## config.mk

```make
export PLATFORM = sky130hd
export DESIGN_NAME = if_fetch_ctrl
export DESIGN_NICKNAME = d
export VERILOG_FILES = /design/src/rtl/if_fetch_ctrl.sv
export SDC_FILE = /design/constraint.sdc
export NUM_CORES = 1
export LEC_CHECK = 0
export CAP_MARGIN = 20
export CORE_UTILIZATION = 50
export DETAILED_ROUTE_END_ITERATION = 10
export PLACE_DENSITY = 0.81
export SLEW_MARGIN = 30
export SYNTH_ARGS = -nofsm -noshare
export SYNTH_HDL_FRONTEND = slang
export SYNTH_SLANG_ARGS = --single-unit
```

## constraint.sdc

```tcl
create_clock -name clk -period 8.1 [get_ports clk]
set_input_delay 1.62 -clock clk [delete_from_list [all_inputs] [get_ports clk]]
set_output_delay 1.62 -clock clk [all_outputs]
set_load 0.005 [all_outputs]
```

## src/rtl/if_fetch_ctrl.sv

```systemverilog
// if_fetch_ctrl: fetch-side controller sitting between the PC register,
// instruction memory and decode.
//  - Issues one imem request per cycle while the number of fetches in flight
//    (PCs still waiting for a response plus instructions waiting in the queue)
//    is below DEPTH. This limit means the instruction queue can never overflow.
//  - Tells the PC register what to load next and when to hold.
//  - In-order imem responses are paired with their PC in a small pending-PC
//    FIFO. The pair {pc, instr} is then buffered in a registered queue that
//    decode drains through a valid/ready handshake.
//  - A redirect flushes both FIFOs. Any responses that were still outstanding
//    at that moment are counted in drop_cnt, so they are discarded when they
//    arrive instead of being paired with the wrong PC.
// Ports:
//  clk, rst             clock, synchronous active-high reset
//  pc_i                 current PC from the PC register
//  pc_next_o            value the PC register loads when pc_stall_o = 0
//  pc_stall_o           1 = PC register holds
//  imem_req_*           fetch request (valid/ready, word-aligned address)
//  imem_rsp_*           in-order fetch response, no backpressure
//  redirect_*           branch/jump redirect, highest priority
//  id_valid_o, id_instr_o, id_pc_o, id_ready_i   instruction stream to decode
module if_fetch_ctrl #(
  parameter int DEPTH   = 2,
  parameter int PC_STEP = 4
) (
  input  logic        clk,
  input  logic        rst,
  input  logic [31:0] pc_i,
  output logic [31:0] pc_next_o,
  output logic        pc_stall_o,
  output logic        imem_req_valid_o,
  output logic [31:0] imem_req_addr_o,
  input  logic        imem_req_ready_i,
  input  logic        imem_rsp_valid_i,
  input  logic [31:0] imem_rsp_data_i,
  input  logic        redirect_valid_i,
  input  logic [31:0] redirect_target_i,
  output logic        id_valid_o,
  output logic [31:0] id_instr_o,
  output logic [31:0] id_pc_o,
  input  logic        id_ready_i
);

  localparam int AW = $clog2(DEPTH);
  localparam int CW = $clog2(DEPTH + 1);
  // Stale responses can pile up across back-to-back redirects, so the drop
  // counter is sized well beyond DEPTH.
  localparam int DW = 8;
  localparam logic [CW:0] DEPTH_C = (CW + 1)'(DEPTH);
  localparam logic [31:0] STEP_C  = 32'(PC_STEP);

  logic [31:0]   pend_mem [DEPTH];
  logic [AW-1:0] pend_wr, pend_rd;
  logic [CW-1:0] pend_cnt;

  logic [31:0]   q_pc    [DEPTH];
  logic [31:0]   q_instr [DEPTH];
  logic [AW-1:0] q_wr, q_rd;
  logic [CW-1:0] q_cnt;

  logic [DW-1:0] drop_cnt;

  logic [CW:0]   inflight;
  logic          credit;
  logic          fire;
  logic          rsp_take;
  logic          rsp_drop;
  logic          id_pop;
  logic [DW-1:0] drop_sum;
  logic [DW-1:0] drop_redir;

  always_comb begin
    inflight = {1'b0, pend_cnt} + {1'b0, q_cnt};
    credit   = inflight < DEPTH_C;

    imem_req_valid_o = !rst && credit && !redirect_valid_i;
    imem_req_addr_o  = {pc_i[31:2], 2'b00};
    fire             = imem_req_valid_o && imem_req_ready_i;

    // A response with nothing pending would be a protocol error; it is ignored.
    rsp_take = imem_rsp_valid_i && (drop_cnt == '0) && (pend_cnt != '0) && !redirect_valid_i;
    rsp_drop = imem_rsp_valid_i && (drop_cnt != '0) && !redirect_valid_i;

    id_valid_o = !rst && (q_cnt != '0);
    id_instr_o = q_instr[q_rd];
    id_pc_o    = q_pc[q_rd];
    id_pop     = id_valid_o && id_ready_i;

    // On a redirect, every response still owed by imem must be discarded.
    // A response arriving in the redirect cycle itself is already one of them.
    drop_sum   = drop_cnt + DW'(pend_cnt);
    drop_redir = (imem_rsp_valid_i && (drop_sum != '0)) ? drop_sum - DW'(1) : drop_sum;

    pc_stall_o = 1'b1;
    pc_next_o  = pc_i;
    if (rst) begin
      pc_stall_o = 1'b1;
      pc_next_o  = pc_i;
    end else if (redirect_valid_i) begin
      pc_stall_o = 1'b0;
      pc_next_o  = redirect_target_i;
    end else if (fire) begin
      pc_stall_o = 1'b0;
      pc_next_o  = pc_i + STEP_C;
    end
  end

  always_ff @(posedge clk) begin
    if (rst) begin
      pend_wr  <= '0;
      pend_rd  <= '0;
      pend_cnt <= '0;
      q_wr     <= '0;
      q_rd     <= '0;
      q_cnt    <= '0;
      drop_cnt <= '0;
    end else if (redirect_valid_i) begin
      pend_wr  <= '0;
      pend_rd  <= '0;
      pend_cnt <= '0;
      q_wr     <= '0;
      q_rd     <= '0;
      q_cnt    <= '0;
      drop_cnt <= drop_redir;
    end else begin
      if (fire)     pend_wr <= pend_wr + AW'(1);
      if (rsp_take) pend_rd <= pend_rd + AW'(1);
      pend_cnt <= pend_cnt + CW'(fire) - CW'(rsp_take);

      if (rsp_take) q_wr <= q_wr + AW'(1);
      if (id_pop)   q_rd <= q_rd + AW'(1);
      q_cnt <= q_cnt + CW'(rsp_take) - CW'(id_pop);

      if (rsp_drop) drop_cnt <= drop_cnt - DW'(1);
    end
  end

  // Storage arrays carry no reset; their occupancy is tracked by the counters.
  always_ff @(posedge clk) begin
    if (!rst && !redirect_valid_i) begin
      if (fire) pend_mem[pend_wr] <= pc_i;
      if (rsp_take) begin
        q_pc[q_wr]    <= pend_mem[pend_rd];
        q_instr[q_wr] <= imem_rsp_data_i;
      end
    end
  end

  always_ff @(posedge clk) begin
    if (!rst && imem_rsp_valid_i && !redirect_valid_i && (drop_cnt == '0)) begin
      rsp_without_request: assert (pend_cnt != '0);
    end
  end

endmodule

```

# == Yosys cells after proc, flatten, opt, wreduce, memory -nomap -nowiden ==
# Memories as Yosys holds them, arrays and structs flattened. A register that Yosys moved wholly into a read port is not among the register bits.
# Cells that the tools add are included.
# classes
add_sub_neg,13
n_mul,0
n_div,0
order_cmp,1
n_eq_ne,0
shifts,0
mux,21
bitwise,0
n_reduce_logical,21
# ops
cell,count
32-bit two-way mux,3
32-bit by 3-bit adder with 32-bit output (second input constant),1
8-bit two-way mux,3
8-bit nonzero test,2
8-bit by 1-bit subtractor with 8-bit output (second input constant),2
1-bit two-way mux,15
1-bit logical AND,12
8-bit by 2-bit adder with 8-bit output,1
8-bit zero test,1
2-bit nonzero test,3
1-bit adder (second input constant),4
2-bit by 1-bit adder with 2-bit output,2
2-bit by 1-bit subtractor with 2-bit output,2
2-bit by 2-bit adder with 3-bit output,1
3-bit by 2-bit < comparator with 1-bit output (second input constant),1
1-bit zero test,2
2-bit OR reduction,1
# totals
ff_bits,16
latch_bits,0
ram_bits,192
rom_bits,0
inputBits,102
mem_count,3
# memory_table
name,depth,word_bits,read_ports,rd_ports_with_merged_regs,wr,line,rtl
pend_mem,2,32,1,1,1,52,logic [31:0] pend_mem [DEPTH];
q_instr,2,32,1,1,1,57,logic [31:0] q_instr [DEPTH];
q_pc,2,32,1,1,1,56,logic [31:0] q_pc [DEPTH];

# == Logic depth before layout (Yosys ltp) ==
# Gate-level depths: netlist of the first run.
# logic_depth
depth_word,8
ltp_mapped,12
mapped_depth_nobuf,12

# == Worst setup path after synthesis of the first run ==
# OpenSTA, ideal clock, no wires.
# synth_timing
path_kind,input-to-reg
start,in imem_rsp_valid_i
end,mem q_instr[0][0] (enable)
setup_time_ns,0.565
t_arrival_ns,6.693
slack_ns,0.842
cell_stages,5
path_buffers,1
path_cell_list,buf_4 and2_1 nor4b_4 inv_1 nor3_1
# synth_via
elab_chain_cells,6
# synth_rtl
element,line,rtl
"start, declared",34,"input logic imem_rsp_valid_i,"
1-bit logical AND (3 in series),81,rsp_take = imem_rsp_valid_i && (drop_cnt == '0) && (pend_cnt != '0) && !redirect_valid_i;
1-bit two-way mux,142,if (rsp_take) begin
1-bit two-way mux,140,if (!rst && !redirect_valid_i) begin
1-bit two-way mux (implied by the code),144,q_instr[q_wr] <= imem_rsp_data_i;
"end, declared",57,
# Every way passes these cells.

# == Worst setup path after layout of the first run ==
# layout_timing
start,in pc_i[9]
end,out pc_next_o[29]
# layout_via
elab_chain_cells,4
# layout_rtl
element,line,rtl
"start, declared",28,"input logic [31:0] pc_i,"
32-bit by 3-bit adder with 32-bit output,104,pc_next_o = pc_i + STEP_C;
32-bit two-way mux,102,end else if (fire) begin
32-bit two-way mux,99,end else if (redirect_valid_i) begin
32-bit two-way mux,96,if (rst) begin
"end, declared",29,"output logic [31:0] pc_next_o,"
# Every way passes these cells.

==> metrics, run 1 <==
CTS Sinks 210; share of layout cells above drive strength 1 0.183; postcts setup bufs 0; Main synth FF type edfxtp_1; H-tree Lvls 1; maximum fanout along the worst path 11; Crit path required time 6.48 ns; Max Slew Vio Count 0; DPL Wire Length 14800 µm; final-layout fill cell count 1324; DR vias/cell 5.61; antenna diode count 0; Synth Area in Adders 0.0185; PD cells 193 mW/mm²; final setup fails 0; run status finished clean; TritonCTS clock tree done; Cell Area, Synth 0.00962 mm²; Hold Path Class register to register; Yosys cell types 62; final wirelength 22800 µm; cells on worst reg2reg path 11; Initial Utilization 0.513; synth warn 0; capture point of the worst reg-to-reg path pend_cnt[1]$_SDFF_PP0_; Async S/R FF share, synth 0; die height 141 µm; crit path kind input pin to primary output; Post-synth EDFFs 192; CTS resizes 0; clk_lat worst skew 0.49 ns; grt ovf 0; Final Hold Fails 0; io pins 233; CP startpoint kind input pin; Bufs on Longest Clock Path 3; Reg clk slew, reported paths 0.06 ns; Max-cap violations 0; setup TNS 0 ns; area growth from synthesis to layout 31.3%; Synth top area share 0.599; worst-case vdd ir drop 112 µV; routed len/inst 20.4 µm; hold-fix buffers at CTS 0; first-pass GRT wire length 34900 µm; leakage power 0.00425 µW; mean area per synthesized cell 14.3 µm²; vias in the first global route 6513; drt pass-1 iters 5; Yosys top cell by area edfxtp_1; pin count of the biggest net entering global routing 65; CP Capture Type primary output; Inserted Clock Buffers 22; DIE AREA 0.0198 mm²; Arr. time, crit path 4.71 ns; I/O Buffers 230; core area 0.0188 mm²; RSZ-0062 raised after global routing false; most frequent cells in the layout clkdlybuf4s50_1, edfxtp_1, mux2_2, nor2_1, nand2_1; critical path startpoint pc_i[9]; top cells by area, synth edfxtp_1, mux2_2, dfxtp_1; DRC Markers 0; post-synthesis simple-gate area fraction 0.0796; FMAX 158 MHz; Clock Root Buffer clkbuf_16; Final nets 987; Routed Antenna Nets 0; Post-Synth XOR/XNOR Area 0.0346; Die X 141 µm; Cells after Synth 673; compound-gate portion of the synthesized area 0.0669; initial antenna violation count 0; R2R setup slack 5.04 ns; actual slew at the worst max-slew pin 0.948 ns; routability cong. 0.848; Starting DRT DRC Count 324; min Tclk post-route 6.33 ns; skew final 0.00929 ns; largest family of logic cells by synthesized area multiplexers; GRT Total Usage 0.229; Pwr Total 2440 µW; via count 6283; sequential-to-total area share from yosys stat 0.637; mux cell area share after synthesis 0.118; crit path capture pc_next_o[29]; Slew headroom 0.368; commonest non-fill, non-tap cell in the layout clkdlybuf4s50_1; Final period util 0.782; Yosys reg bits 210; site row count 50; Reg2Reg Launch Point pend_cnt[0]$_SDFF_PP0_
## worst min path at each step
stage / from / end / slack, ns / cells past startpoint
after global placement: pend_rd$_SDFFE_PP0N_ / register / 0.49 / 2
after detailed placement: q_rd$_SDFFE_PP0P_ / register / 0.49 / 2
final: pend_rd$_SDFFE_PP0N_ / register / 0.51 / 2
after floorplan: q_rd$_SDFFE_PP0P_ / register / 0.48 / 2
after CTS: pend_rd$_SDFFE_PP0N_ / register / 0.52 / 2
after global routing: pend_rd$_SDFFE_PP0N_ / pend_rd$_SDFFE_PP0N_ / 0.55 / 2
## area by class of cell
| cell class | instances | area [µm²] | area share |
|---|---|---|---|
| Clock inverter | 12 | 91.3 | 0.00723 |
| Clock buffer | 26 | 587 | 0.0464 |
| Timing Repair Buffer | 238 | 2400 | 0.190 |
| Sequential cell | 210 | 6130 | 0.485 |
| Multi-Input combinational cell | 386 | 3080 | 0.244 |
| Tap cell | 234 | 293 | 0.0232 |
| Inverter | 14 | 52.6 | 0.00416 |
## power by group
part | leakage (µW) | total (µW) | internal [µW] | switching [µW]
sequential | 0.00188 | 1210 | 1190 | 20.3
clock | 0.000333 | 944 | 549 | 395
combinational | 0.00204 | 279 | 148 | 131
## cell usage after synthesis (all sizes together), types with 3 or more instances
master	number
edfxtp	192
mux2	96
buf	43
nor2	36
nand2	29
a21oi	26
o22ai	25
xnor2	23
clkbuf	21
dfxtp	18
nand3	16
xor2	15
inv	13
nand4	12
and3	11
ha	11
o21ai	11
and2	9
nor3	6
a31oi	5
mux2i	5
a211oi	4
nor4	4
a21o	3
a41oi	3
nor4b	3
o21ba	3
## state kept, by name (all words and copies together), names as in the netlist, named ones only
name      count
pend_rd       1
pend_wr       1
q_instr      64
pend_cnt      2
q_wr          1
drop_cnt      8
q_rd          1
q_pc         64
q_cnt         2
pend_mem     64
## critical path, stage by stage
cell	delay (ns)
clkdlybuf4s50_1	0.61
and3_1	0.28
nand4_1	0.28
nor4b_4	0.86
a41oi_1	0.20
a21o_1	0.22
a21oi_2	0.13
clkdlybuf4s50_1	0.51
## per-layer routing
metal  track usage  share of wire
met1         0.274           0.41
met2         0.414           0.50
met3        0.0438          0.068
met4        0.0738          0.018
met5             0              0
## kinds of logic (layout without fill, tap and decap cells)
logic type | after synthesis | in the layout
other | 1 | 2
AO/OA/AOI/OAI | 95 | 95
XOR/XNOR | 38 | 38
flip-flops | 210 | 210
AND/OR/NAND/NOR | 137 | 137
adder cells (fa/ha/maj) | 13 | 13
multiplexers | 101 | 101
buffers and inverters | 78 | 290
## through the flow
step	hold slack, ns	util	std cells	area, µm²	worst slack, ns
4_1_cts	0.516	0.672	1119	12600	1.72
5_1_grt	0.551	0.673	1120	12600	1.56
3_3_place_gp	0.490	0.634	1080	11900	1.75
3_5_place_dp	0.494	0.636	1081	11900	1.72
6_report	0.515	0.673	1120	12600	1.77
2_1_floorplan	0.481	-	674	9620	0.842
Note: power is estimated with default switching activity, not from simulation.
==> run 2, diff against run 1 <==
--- a/config.mk
+++ b/config.mk
@@ -6,9 +6,9 @@
 export NUM_CORES = 1
 export LEC_CHECK = 0
 export CAP_MARGIN = 20
-export CORE_UTILIZATION = 50
+export CORE_UTILIZATION = 45
 export DETAILED_ROUTE_END_ITERATION = 10
-export PLACE_DENSITY = 0.81
+export PLACE_DENSITY = 0.77
 export SLEW_MARGIN = 30
 export SYNTH_ARGS = -nofsm -noshare
 export SYNTH_HDL_FRONTEND = slang
==> constraint.sdc (replaced) <==
create_clock -name clk -period 5.2 [get_ports clk]
set_input_delay 1.04 -clock clk [delete_from_list [all_inputs] [get_ports clk]]
set_output_delay 1.04 -clock clk [all_outputs]
set_load 0.005 [all_outputs]
==> run 2 against run 1 <==
- utilization shrank 6.4 points
- design area grew 1.3%
- non-clock buffer count grew 10
- worst setup slack lost 1.4 ns
- highest routed layer unchanged
- clock skew grew 0.0046 ns
- largest power group unchanged
- register-to-register slack lost 3.1 ns
- hold slack gained 0.0060 ns
- clock power grew 65%
- cell count grew 4.7%
- die area grew 11%
==> metrics, run 2 (synthesis results as in run 1) <==
area growth from synthesis to layout 33.1%; Initial Utilization 0.458; pin count of the biggest net entering global routing 65; Hold Path Class register to register; area of the multi-input gates 0.00308 mm²; GRT met1 Usage 0.255; DRC Markers 0; dpl ws 0.383 ns; hold-fix buffers at CTS 0; first-pass GRT wire length 34000 µm; die height 148 µm; R2R setup slack 1.90 ns; antenna diode count 0; postcts setup bufs 0; vias in the first global route 6279; slowest CP cell clkdlybuf4s50_1; core area 0.0210 mm²; GRT Total Usage 0.200; actual slew at the worst max-slew pin 0.947 ns; CP startpoint kind input pin; run status finished clean; Crit path largest cell delay 0.61 ns; met3 Use GR 0.0371; DIE AREA 0.0220 mm²; DPL Wire Length 15000 µm; routability cong. 0.831; Slew headroom 0.369; HP Start q_rd$_SDFFE_PP0P_; routed len/inst 18.9 µm; Bufs on Longest Clock Path 3; io pins 233; cell mode on critical path clkdlybuf4s50_1; Max-cap violations 0; Arr. time, crit path 3.78 ns; drt pass-1 iters 6; leakage power 0.00432 µW; crit path kind input pin to primary output; Die X 148 µm; TritonCTS clock tree done; met2 usage 0.350; FMAX 207 MHz; final-layout fill cell count 1613; share of layout cells above drive strength 1 0.186; Reg clk slew, reported paths 0.06 ns; H-tree Lvls 1; flip-flop and latch area 0.00613 mm²; final wirelength 22200 µm; Crit path required time 4.16 ns; Hold Path Cell Cnt 2; cells on worst reg2reg path 7; initial antenna violation count 0; Clock Root Buffer clkbuf_16; final setup margin 0.378 ns; CTS resizes 0; grt ovf 0; via count 6222; CP Capture Type primary output; Reg2Reg Launch Point pend_cnt[0]$_SDFF_PP0_; skew final 0.0139 ns; maximum fanout along the worst path 11; Final nets 997; I/O Buffers 230; Routed Antenna Nets 0; worst-case vdd ir drop 150 µV; final setup fails 0; PD cells 303 mW/mm²; CTS Sinks 210; clk_lat worst skew 0.49 ns; DR vias/cell 5.30; RSZ-0062 raised after global routing false; Pwr Total 3880 µW; min Tclk post-route 4.82 ns; Final Hold Fails 0; site row count 53; Max Slew Vio Count 0; most frequent cells in the layout clkdlybuf4s50_1, edfxtp_1, mux2_2, nor2_1, nand2_1; setup TNS 0 ns; Top Registers pend_mem (64), q_instr (64), q_pc (64); cells along the critical path clkdlybuf4s50_1 > and3_1 > nand4_1 > nor4b_4 > buf_4 > nand3_1 > xor2_1 > a21oi_1 > clkdlybuf4s50_1; Final period util 0.927; capture point of the worst reg-to-reg path pend_mem[0][24]$_DFFE_PP_; gr busiest metal met2; commonest non-fill, non-tap cell in the layout clkdlybuf4s50_1; Starting DRT DRC Count 331; Inserted Clock Buffers 22
-- run 2: worst max-delay path by stage --
stage	from	to	slack, ns	cells after the start
after floorplan	imem_rsp_valid_i	q_instr[0][0]$_DFFE_PP_	0.50	5
after global placement	pc_i[17]	pc_next_o[29]	0.45	8
after detailed placement	pc_i[10]	pc_next_o[17]	0.38	9
after CTS	pc_i[10]	pc_next_o[17]	0.38	9
after global routing	pc_i[10]	pc_next_o[17]	0.21	9
final	pc_i[10]	pc_next_o[17]	0.38	9
-- run 2: layout make-up --
cell class                 count  share of cell area
clock inverter                12             0.00987
clock buffer                  28              0.0464
multi-input combinational    386               0.241
timing repair buffer         248               0.193
tap                          275              0.0269
sequential                   210               0.479
inverter                      14             0.00411
-- run 2: per-layer routing --
layer	vias to the layer above	wire [µm]	part of all wire
met2	203	11100	0.50
met1	3043	9210	0.42
met4	0	342	0.015
met5	-	0	0
met3	28	1540	0.070
li1	2948	-	-
-- run 2: through the flow --
stage           util  area, µm²  hold slack, ns  std cells
4_1_cts        0.608      12800           0.533       1172
3_3_place_gp   0.573      12100           0.495       1132
5_1_grt        0.609      12800           0.541       1173
3_5_place_dp   0.573      12100           0.510       1132
2_1_floorplan      -       9630           0.481        674
6_report       0.609      12800           0.521       1173
-- run 2: critical path, delay by kind of cell --
kind                      cells  cell delay [ns]
buffers and inverters         3             1.43
and+or+nand+nor               4             1.01
AOI/OAI and AO/OA             1             0.16
xor gates and xnor gates      1             0.15
-- run 2: where the power goes --
part           switching (µW)  internal [µW]  leakage (µW)
logic                     203            233       0.00209
clock network             604            953      0.000351
registers                29.8           1860       0.00188
==> run 3, diff against run 2 <==
--- a/config.mk
+++ b/config.mk
@@ -6,10 +6,11 @@
 export NUM_CORES = 1
 export LEC_CHECK = 0
 export CAP_MARGIN = 20
+export CORE_MARGIN = 3
 export CORE_UTILIZATION = 45
 export DETAILED_ROUTE_END_ITERATION = 10
 export PLACE_DENSITY = 0.77
-export SLEW_MARGIN = 30
+export SLEW_MARGIN = 20
 export SYNTH_ARGS = -nofsm -noshare
 export SYNTH_HDL_FRONTEND = slang
 export SYNTH_SLANG_ARGS = --single-unit
==> run 3 against run 2 <==
- hold slack lost 0.0067 ns
- die area increased by 5.5%
- via count is 2.9% higher
- first-iteration DRC count grew 26%
- design area down 0.64%
- count of clock-buffer cells in the layout increased by 2
- combinational power is essentially flat
- sequential share of layout area rose by 0.31 points
- highest routed layer unchanged
- sequential power barely moved
- global-route usage is 0.42 points lower
==> metrics, run 3 (synthesis results as in run 1) <==
Die X 152 µm; non-filler cells, final 1165; vias in the first global route 6464; Final nets 994; Hold Path Class register to register; cell mode on critical path clkdlybuf4s50_1; worst-case vdd ir drop 152 µV; Routed Antenna Nets 0; Hold Path Cell Cnt 2; CTS Sinks 210; core area 0.0206 mm²; actual slew at the worst max-slew pin 0.984 ns; Final period util 0.934; Crit path required time 4.16 ns; capture point of the worst reg-to-reg path pend_cnt[1]$_SDFF_PP0_; Arr. time, crit path 3.82 ns; final-layout fill cell count 1570; CP startpoint kind input pin; commonest non-fill, non-tap cell in the layout clkdlybuf4s50_1; DIE AREA 0.0232 mm²; Max-cap violations 0; crit path capture pc_next_o[17]; maximum fanout along the worst path 11; antenna diode count 0; postcts setup bufs 0; Initial Utilization 0.466; drt pass-1 iters 5; first-pass GRT wire length 36500 µm; Psw 841 µW; cells along the critical path clkdlybuf4s50_1 > and3_1 > nand4_1 > nor4b_4 > buf_4 > nand3_1 > xor2_1 > a21oi_1 > clkdlybuf4s50_1; grt ovf 0; I/O Buffers 230; H-tree Lvls 1; CTS resizes 0; switching power share of the total 0.222; cells on worst reg2reg path 11; RSZ-0062 raised after global routing false; dpl cells 1125; hold-fix buffers at CTS 0; Pwr Total 3790 µW; Crit path largest cell delay 0.65 ns; via count 6401; leakage power 0.00428 µW; Max Slew Vio Count 0; PD cells 298 mW/mm²; P_int 2950 µW; final wirelength 23800 µm; pin count of the biggest net entering global routing 65; DR vias/cell 5.49; TritonCTS clock tree done; Levels on crit path 9; initial antenna violation count 0; io pins 233; Starting DRT DRC Count 417; logic gate share of total power 0.116; Top Registers pend_mem (64), q_instr (64), q_pc (64); Inserted Clock Buffers 22; GRT Total Usage 0.196; Reg2Reg Launch Point pend_cnt[0]$_SDFF_PP0_; Reg clk slew, reported paths 0.06 ns; DRC Markers 0; DPL Wire Length 15800 µm; min Tclk post-route 4.86 ns; Bufs on Longest Clock Path 3; Clock Power Share 0.386; run status finished clean; FMAX 206 MHz; CP top delay family buffers and inverters; die height 152 µm; Reg power frac 0.498; Clock Root Buffer clkbuf_16; critical path buffer and inverter count 3; R2R setup slack 2.10 ns; area growth from synthesis to layout 32.2%; most frequent cells in the layout clkdlybuf4s50_1, edfxtp_1, mux2_2, nor2_1, nand2_1; Final Hold Fails 0; skew final 0.0134 ns; area of the multi-input gates 0.00308 mm²; clk_lat worst skew 0.49 ns; share of layout cells above drive strength 1 0.184; slowest CP cell clkdlybuf4s50_1; CP Capture Type primary output; critical path startpoint pc_i[11]; crit path kind input pin to primary output; site row count 52; HP Start pend_rd$_SDFFE_PP0N_; flip-flop and latch area 0.00613 mm²; setup TNS 0 ns; Slew headroom 0.344; routability cong. 0.841; final setup fails 0; routed len/inst 20.4 µm
[run 3: changes by cell type in the layout (fill, tap and decap cells not counted), sizes merged]
cell,previous run,this run
clkbuf,28,30
bufinv,3,1
buf,18,15
[run 3: worst min path at each step]
stage	to	slack, ns
floorplan	register	0.48
global placement	register	0.49
detailed placement	q_rd$_SDFFE_PP0P_	0.50
CTS	register	0.52
global route	register	0.54
finish	register	0.51
[run 3: per-layer routing]
| metal | share of wire | vias to the layer above | GRT usage |
|---|---|---|---|
| li1 | - | 2934 | - |
| met5 | 0 | - | 0 |
| met1 | 0.42 | 3146 | 0.264 |
| met3 | 0.070 | 48 | 0.0386 |
| met4 | 0.024 | 0 | 0.0586 |
| met2 | 0.49 | 273 | 0.325 |
[run 3: cell type report]
| class | count | area share |
|---|---|---|
| Multi-Input combinational cell | 386 | 0.242 |
| Clock inverter | 10 | 0.00580 |
| Timing Repair Buffer | 245 | 0.192 |
| Clock buffer | 30 | 0.0473 |
| Inverter | 14 | 0.00413 |
| Tap cell | 270 | 0.0266 |
| Sequential cell | 210 | 0.482 |
[run 3: stage by stage]
stage          setup slack, ns   util  hold WS (ns)  cell area, µm²
2_1_floorplan            0.502      -         0.481            9630
3_3_place_gp             0.455  0.584         0.494           12000
5_1_grt                  0.244  0.617         0.536           12700
3_5_place_dp             0.387  0.584         0.504           12000
4_1_cts                  0.370  0.617         0.521           12700
6_report                 0.344  0.617         0.514           12700
[run 3: worst register-to-register path, stage by stage, from the launching register on]
cell	delay, ns
dfxtp_1	0.39
and2_1	0.16
fa_1	0.45
nor4_4	0.49
and2_0	0.40
inv_1	0.18
ha_1	0.31
inv_1	0.04
ha_1	0.18
xnor2_1	0.18
xnor2_1	0.14
nor2_1	0.06
[run 3: power by group through the flow]
stage | clock network (µW) | logic, µW | registers (µW)
floorplan | 0 | 240 | 1900
global placement | 0 | 432 | 1920
detailed placement | 0 | 435 | 1920
CTS | 1500 | 439 | 1890
global route | 1570 | 476 | 1890
finish | 1460 | 439 | 1890
